[src/rtl/simon_pkg.sv]
// Shared constants and helpers for the Simon input path: button count, code width,
// button indices, and the rotating first-set-bit search used by the arbiter.
package simon_pkg;

  localparam int NUM_BTN = 5;
  localparam int CODE_W  = 3;

  // Four colour buttons plus start.
  localparam logic [CODE_W-1:0] BTN_0 = 3'd0;
  localparam logic [CODE_W-1:0] BTN_1 = 3'd1;
  localparam logic [CODE_W-1:0] BTN_2 = 3'd2;
  localparam logic [CODE_W-1:0] BTN_3 = 3'd3;
  localparam logic [CODE_W-1:0] BTN_4 = 3'd4;

  // Index of the first set bit of mask, searching upward from start with wrap.
  // Returns 0 for an empty mask; callers qualify with |mask.
  function automatic logic [CODE_W-1:0] first_set(input logic [NUM_BTN-1:0] mask,
                                                   input logic [CODE_W-1:0]  start);
    logic [CODE_W-1:0] res;
    logic              found;
    int                idx;
    res   = '0;
    found = 1'b0;
    for (int k = 0; k < NUM_BTN; k++) begin
      idx = (int'(start) + k) % NUM_BTN;
      if (!found && mask[idx]) begin
        res   = CODE_W'(idx);
        found = 1'b1;
      end
    end
    return res;
  endfunction

endpackage

[src/rtl/sync_fifo.sv]
// Synchronous FIFO, head visible with zero latency; push while full is accepted
// only when a pop happens on the same edge. clear empties it in one edge.
module sync_fifo #(
  parameter int WIDTH = 3,
  parameter int DEPTH = 4
) (
  input  logic                       clk,
  input  logic                       rst,
  input  logic                       clear,
  input  logic                       push,
  input  logic [WIDTH-1:0]           din,
  input  logic                       pop,
  output logic [WIDTH-1:0]           dout,
  output logic                       full,
  output logic                       empty,
  output logic [$clog2(DEPTH):0]     count
);

  localparam int AW = $clog2(DEPTH);

  logic [WIDTH-1:0] mem [DEPTH];
  logic [AW-1:0]    wr_ptr;
  logic [AW-1:0]    rd_ptr;
  logic             do_push;
  logic             do_pop;

  assign full    = (count == (AW+1)'(DEPTH));
  assign empty   = (count == '0);
  assign do_pop  = pop && !empty;
  assign do_push = push && (!full || do_pop);
  assign dout    = mem[rd_ptr];

  always_ff @(posedge clk) begin
    if (rst || clear) begin
      wr_ptr <= '0;
      rd_ptr <= '0;
      count  <= '0;
      for (int i = 0; i < DEPTH; i++) mem[i] <= '0;
    end else begin
      if (do_push) begin
        mem[wr_ptr] <= din;
        wr_ptr      <= wr_ptr + 1'b1;
      end
      if (do_pop) rd_ptr <= rd_ptr + 1'b1;
      case ({do_push, do_pop})
        2'b10:   count <= count + 1'b1;
        2'b01:   count <= count - 1'b1;
        default: count <= count;
      endcase
    end
  end

endmodule

[src/rtl/simon_input_arbiter.sv]
// Serialises debounced button pulses into an ordered code stream; one grant per cycle,
// btn_valid one edge after the press lands in pending; presses wait in pending/FIFO
// under btn_ready backpressure. ARB_ROUND_ROBIN_EN selects round-robin over fixed priority.
module simon_input_arbiter
  import simon_pkg::*;
#(
  parameter int FIFO_DEPTH = 4
) (
  input  logic               clk,
  input  logic               rst,
  input  logic [NUM_BTN-1:0] pb_pulse,
  input  logic               accept_en,
  input  logic               flush,
  output logic               btn_valid,
  output logic [CODE_W-1:0]  btn_code,
  input  logic               btn_ready,
  output logic [NUM_BTN-1:0] pending,
  output logic               fifo_full,
  output logic               overflow
);

  logic [CODE_W-1:0]           ptr;
  logic [CODE_W-1:0]           gnt_idx;
  logic [NUM_BTN-1:0]          gnt_mask;
  logic [NUM_BTN-1:0]          cap_mask;
  logic                        grant;
  logic                        pop;
  logic                        can_push;
  logic                        fifo_empty;
  logic [$clog2(FIFO_DEPTH):0] fifo_count;

  assign pop      = btn_valid && btn_ready;
  assign can_push = (fifo_count < ($clog2(FIFO_DEPTH)+1)'(FIFO_DEPTH)) || pop;
  assign grant    = (|pending) && can_push && !flush;
  assign gnt_idx  = first_set(pending, ptr);
  assign gnt_mask = grant ? (NUM_BTN'(1) << gnt_idx) : '0;
  assign cap_mask = accept_en ? pb_pulse : '0;

  // A fresh pulse on the granted bit re-arms it; only a hit on a still-waiting bit is a loss.
  always_ff @(posedge clk) begin
    if (rst || flush) begin
      pending  <= '0;
      overflow <= 1'b0;
    end else begin
      pending <= (pending & ~gnt_mask) | cap_mask;
      if (|(cap_mask & pending & ~gnt_mask)) overflow <= 1'b1;
    end
  end

`ifdef ARB_ROUND_ROBIN_EN
  always_ff @(posedge clk) begin
    if (rst) begin
      ptr <= '0;
    end else if (grant) begin
      ptr <= (gnt_idx == BTN_4) ? BTN_0 : gnt_idx + 1'b1;
    end
  end
`else
  assign ptr = BTN_0;
`endif

  assign btn_valid = !fifo_empty;

  sync_fifo #(
    .WIDTH (CODE_W),
    .DEPTH (FIFO_DEPTH)
  ) u_fifo (
    .clk   (clk),
    .rst   (rst),
    .clear (flush),
    .push  (grant),
    .din   (gnt_idx),
    .pop   (pop),
    .dout  (btn_code),
    .full  (fifo_full),
    .empty (fifo_empty),
    .count (fifo_count)
  );

endmodule

[config.mk]
export PLATFORM = sky130hd
export DESIGN_NAME = simon_input_arbiter
export DESIGN_NICKNAME = d
export VERILOG_FILES = /design/src/rtl/simon_pkg.sv /design/src/rtl/sync_fifo.sv /design/src/rtl/simon_input_arbiter.sv
export SDC_FILE = /design/constraint.sdc
export NUM_CORES = 1
export LEC_CHECK = 0
export CELL_PAD_IN_SITES_DETAIL_PLACEMENT = 1
export CELL_PAD_IN_SITES_GLOBAL_PLACEMENT = 1
export CORE_UTILIZATION = 35
export DETAILED_ROUTE_END_ITERATION = 10
export HOLD_SLACK_MARGIN = 0.03
export PLACE_DENSITY = 0.79
export SLEW_MARGIN = 20
export SYNTH_ARGS = -nofsm -noshare
export SYNTH_HDL_FRONTEND = slang
export SYNTH_SLANG_ARGS = --single-unit
[constraint.sdc]
create_clock -name clk -period 2.3 [get_ports clk]
set_clock_uncertainty 0.1 [all_clocks]
set_input_delay 0.69 -clock clk [delete_from_list [all_inputs] [get_ports clk]]
set_output_delay 0.69 -clock clk [all_outputs]
set_load 0.005 [all_outputs]
---- After elaboration in Yosys (flattened, before gate mapping) ----
Memories as Yosys holds them, arrays and structs flattened. A register that Yosys moved wholly into a read port is not among the register bits.
Cells that the tools add are included.
Widths: inputs -> output; s select.
operators by class
  eq/ne operators ......................... 3
  $lt $le $gt $ge ......................... 1
  bitwise operators ....................... 5
  add/sub/neg operators ................... 4
  multiplexer cells ....................... 21
  reductions and logical operators ........ 24
  shift-type cells ........................ 1
operators by type and width
  kind                 count
  $and 5x5->5          3
  $mux 1               11
  $mux 2               5
  $mux 5               2
  $reduce_or 5->1      2
  $logic_and 1x1->1    9
  $logic_not 1->1      7
  $mux 3               2
  $pmux 3 s2           1
  $not 5->5            1
  $or 5x5->5           1
  $shl 1x3->5 const A  1
  $add 2x1->2 const B  2
  $add 3x1->3 const B  1
  $eq 3x3->1 const B   1
  $logic_not 3->1      1
  $logic_or 1x1->1     3
  $lt 3x3->1 const B   1
  $reduce_or 3->1      1
  $sub 3x1->3 const B  1
  $eq 2x1->1 const B   1
  $eq 2x2->1 const B   1
  $reduce_bool 2->1    1
storage, ports and cells
  logic and storage cells ................. 65
  output and inout bits ................... 11
  memory bits (writable) .................. 12
  input bits .............................. 10
  memories kept ........................... 1
  register bits ........................... 13
memories
  memory      depth  width  read ports  clocked after Yosys merged registers in  wr ports  line             text
  u_fifo.mem  4      3      1           1                                        4         sync_fifo.sv:21  logic [WIDTH-1:0] mem [DEPTH];

---- Logic depth before layout (Yosys ltp) ----
  depth after elaboration ................. 18
  mapped depth ............................ 8
  gate-level depth less buffers ........... 7

---- Hierarchy ----
A second synthesis with hierarchy kept.
unflattened totals
  cells, all modules ...................... 132
  area, all modules ....................... 1352.5 µm²
modules (own cells, without submodules)
  module               cells each  seq. area each (µm²)  times used  area an instance (µm²)
  sync_fifo            85          540.5                 1           970.9
  simon_input_arbiter  47          120.1                 1           381.6

---- Worst setup path after synthesis ----
No wires, ideal clock.
  kind .................................... input -> register
  from .................................... input port btn_ready
  to ...................................... register u_fifo.count[1]
  cell stages on the path ................. 7
  library setup time ...................... 0.072 ns
  data arrival time ....................... 2.111 ns
  data required time ...................... 2.128 ns
  setup slack ............................. 0.017 ns
  buffers on the path ..................... 1
  path through ............................ nor2b_1 > a211o_1 > buf_2 > nand2_1 > fa_1 > or3_1 > mux2i_1
between the ends
  word-level cells in the longest chain between the ends .. 7
  elaborated cells on any way between the ends .. 11
  those cells by class .................... eq/ne: 2; mux: 1; reduce/logical: 8
RTL lines
  element                                                 line                       text
  start: declaration                                      simon_input_arbiter.sv:16  input logic btn_ready,
  $logic_and 1x1->1 *                                     simon_input_arbiter.sv:32  assign pop = btn_valid && btn_ready;
  $logic_or 1x1->1                                        simon_input_arbiter.sv:33  assign can_push = (fifo_count < ($clog2(FIFO_DEPTH)+1)'(FIFO_DEPTH)) || pop;
  $logic_and 1x1->1 (2 in a row)                          simon_input_arbiter.sv:34  assign grant = (|pending) && can_push && !flush;
  $logic_and 1x1->1                                       sync_fifo.sv:30            assign do_push = push && (!full || do_pop);
  $eq 2x1->1 / $eq 2x2->1 (equally long branches)         sync_fifo.sv:45            case ({do_push, do_pop})
  $pmux 3 s2 / $reduce_bool 2->1 (equally long branches)  --
  end signal: assignment                                  sync_fifo.sv:46            2'b10: count <= count + 1'b1;
  end signal: assignment                                  sync_fifo.sv:47            2'b01: count <= count - 1'b1;
  end signal: assignment                                  sync_fifo.sv:48            default: count <= count;
  end: declaration                                        sync_fifo.sv:16            output logic [$clog2(DEPTH):0] count
Mark *: on every way between the ends. The rest lies on a longest branch, timed or not.
A chain may end at the register's enable or synchronous reset.

==> results.yml <==
yosys:
  synth_seq_cells: 27
  synth_ff_type: "dfxtp_1"
  yosys_warnings: 0
  ys_async_sr_fraction_pct: 0
  syn_area_um2: 1290
  syn_inst: 125
  ys_types: 35
  seq_area_frac_synth_pct: 51.2
  synth_edf_count: 12
  synth_nets: 136
  synth.avg_cell_area_um2: 10.3
placed_design:
  place_area_um2: 1650
  routabilityCongestion: 0.802
  dp_cells: 203
  numPortBuffers: 20
  dp_hpwl_mm: 2.36
timing:
  fin_crit_ns: 2.25
  max_slew.worst_pin.slew_ns: 0.345
  setup_viol: 0
  rsz0062_at_grt: "no"
  fmax_ghz: 0.445
  hold_ws_ns: 0.392
  relSlewSlack_pct: 76.9
  slew_violations: 0
  hold_violations: 0
  period_share_pct: 97.6
detailed_routing:
  via_per_inst: 5.23
  drt_iter0_drc: 32
  finalWirelength_mm: 3.08
  num_vias: 1094
  drt_first_pass_iters: 4
  wire_per_inst_um: 14.7
  postRouteAntennaNets: 0
  drc_errors: 0
floorplanning:
  ioPinCount: 21
  die_area_um2: 3940
  die_h_um: 62.7
  coreArea_um2: 3440
  initial_core_util_pct: 37.5
  rows: 21
  die_x_um: 62.7
power_and_ir_drop:
  comb_power_share_pct: 13.4
  p_switching_uw: 222
  seqPwrFrac_pct: 56.9
  swShare_pct: 24.0
  power.internal_uw: 704
  peakVddDrop_mv: 0.226
  power_density_nw_per_um2: 539
  leakage_nw: 0.670
  p_clk_share_pct: 29.7
min_path:
  hp-class: "register to register"
global_route:
  grt_max_degree: 16
  grt_pass1_vias: 1076
  grt-ovfl-total: 0
  grt_pass1_wl_mm: 5.19
  grt_usage_pct: 17.2
  antenna_found_initial: 0
critical_path:
  crit_required_ns: 1.51
  worst-setup-path-type: "register to primary output"
  r2r_slack_ns: 0.24
  path_buf_inv: 2
  path_cells: "buf_4, mux4_2, clkdlybuf4s15_1"
  crit_path_max_incr_delay_ns: 0.49
  crit_arrival_ns: 1.46
  cp-start-kind: "register"
  cp-end-kind: "primary output"
  cpMaxStageDelayCell: "mux4_2"
  crit_path_max_fanout: 3
  critPathTopFamily: "multiplexers"
final_layout:
  fin_nets: 175
  drive_above_1_share_pct: 20.2
  final_common_cell: "buf_4"
  final_cell_mix: "buf_4 (18), nand2_1 (16), clkdlybuf4s50_1 (15), nor2_1 (14)"
  instances_no_fill: 209
  area_growth_pct: 33.0
  n_antenna_cell: 0
  postLayoutCellArea_um2: 1720
  nFillCells: 399
  multiInputGateArea_um2: 586
  regArea_um2: 667
flow_run:
  cap_violations: 0
clocking:
  cts_buffers: 3
  cts_sinks: 27
  clkLatencyLatePin_ns: 0.27
  cts_tree: "built"
  cts_buffer_depth: 2
  htree_levels: 1
  root_buffer: "clkbuf_8"
  path_clk_slew_ns: 0.09
outcome:
  status: "completed"
==> synth_stat cells, drive strengths merged, types with 2 or more instances <==
cell	number	share of area (%)
nand2	16	4.7
xor2	2	1.4
nor2	15	4.6
or2	4	1.9
xnor2	2	1.4
edfxtp	12	28
mux2i	4	3.1
o21ai	6	2.3
clkbuf	2	0.58
buf	2	1.3
a22oi	3	1.7
o31ai	3	1.7
nor2b	2	0.97
a41oi	2	1.4
mux4	3	5.2
nor4	2	0.97
nor3	3	1.6
dfxtp	15	23
or3	5	2.4
inv	7	2.0
or4	2	1.7
a21oi	5	1.9
==> what timing repair did <==
| action | in CTS | in global routing |
|---|---|---|
| endpoints found under the hold margin | 0 | 0 |
| buffers inserted | 2 | 0 |
| setup endpoints to repair | 7 | 3 |
| pin swaps | 2 | 2 |
| hold buffers | 0 | 0 |
| gates resized for setup | 9 | 3 |
==> sequential cells by signal, indices dropped and copies added, names as in the netlist, named ones only <==
| register | count |
|---|---|
| pending | 5 |
| overflow | 1 |
| u_fifo.rd_ptr | 2 |
| u_fifo.mem | 12 |
| u_fifo.count | 3 |
| u_fifo.wr_ptr | 2 |
==> logic make-up (layout without fill, tap and decap cells) <==
kind of cell / after synthesis / after routing / share of synthesized area, %
simple gates: 51 / 51 / 19.8
flops: 27 / 27 / 51.2
compound gates: 24 / 24 / 12.6
buf+inv: 11 / 49 / 3.88
mux: 7 / 7 / 8.33
xor+xnor: 4 / 4 / 2.71
fa+ha+maj: 1 / 1 / 1.55
==> path summary, 6_finish.rpt <==
check,start,endpoint,cells after the start
worst min register to register,u_fifo.count[1],u_fifo.count[1],2
worst max-delay path,register,btn_code[0],3
worst max register to register,pending[2],u_fifo.count[1],6
worst min-delay path,u_fifo.count[1],u_fifo.count[1],2
==> tightest hold or removal path, delay by kind of cell, from the launching register on <==
kind | cells | cell delay (ns)
flip-flops | 1 | 0.35
multiplexers | 1 | 0.05
AND/OR/NAND/NOR | 1 | 0.06
==> through the flow <==
| step | worst slack (ns) | TNS [ns] | total power [mW] | util, % |
|---|---|---|---|---|
| 6_report | 0.0545 | 0 | 0.926 | 49.9 |
| 5_1_grt | 0.00692 | 0 | 0.964 | 49.9 |
| 4_1_cts | 0.0270 | 0 | 0.933 | 49.8 |
| 3_5_place_dp | -0.322 | -5.29 | 0.663 | 47.8 |
| 3_3_place_gp | -0.271 | -4.19 | 0.657 | 47.8 |
| 2_1_floorplan | 0.0169 | 0 | 0.594 | - |
==> final cells by class <==
cell class                 instances  area share [%]
multi-input combinational         87            34.1
sequential                        27            38.8
clock inverter                     1           0.291
tap                               46            3.35
timing repair buffer              38            19.5
clock buffer                       3            2.40
inverter                           7            1.53
==> power groups by stage <==
stage	combinational, mW	clock (mW)	sequential [mW]
after floorplan	0.0597	0	0.535
after global placement	0.120	0	0.537
after detailed placement	0.125	0	0.539
after CTS	0.125	0.281	0.527
after global routing	0.135	0.300	0.529
final	0.124	0.276	0.527
==> layer usage <==
layer | part of all wire [%] | track usage [%]
met1 | 45 | 23.3
met2 | 49 | 27.6
met3 | 3.8 | 2.19
met4 | 1.7 | 6.98
met5 | 0 | 0
Note: power is estimated with default switching activity, not from simulation.
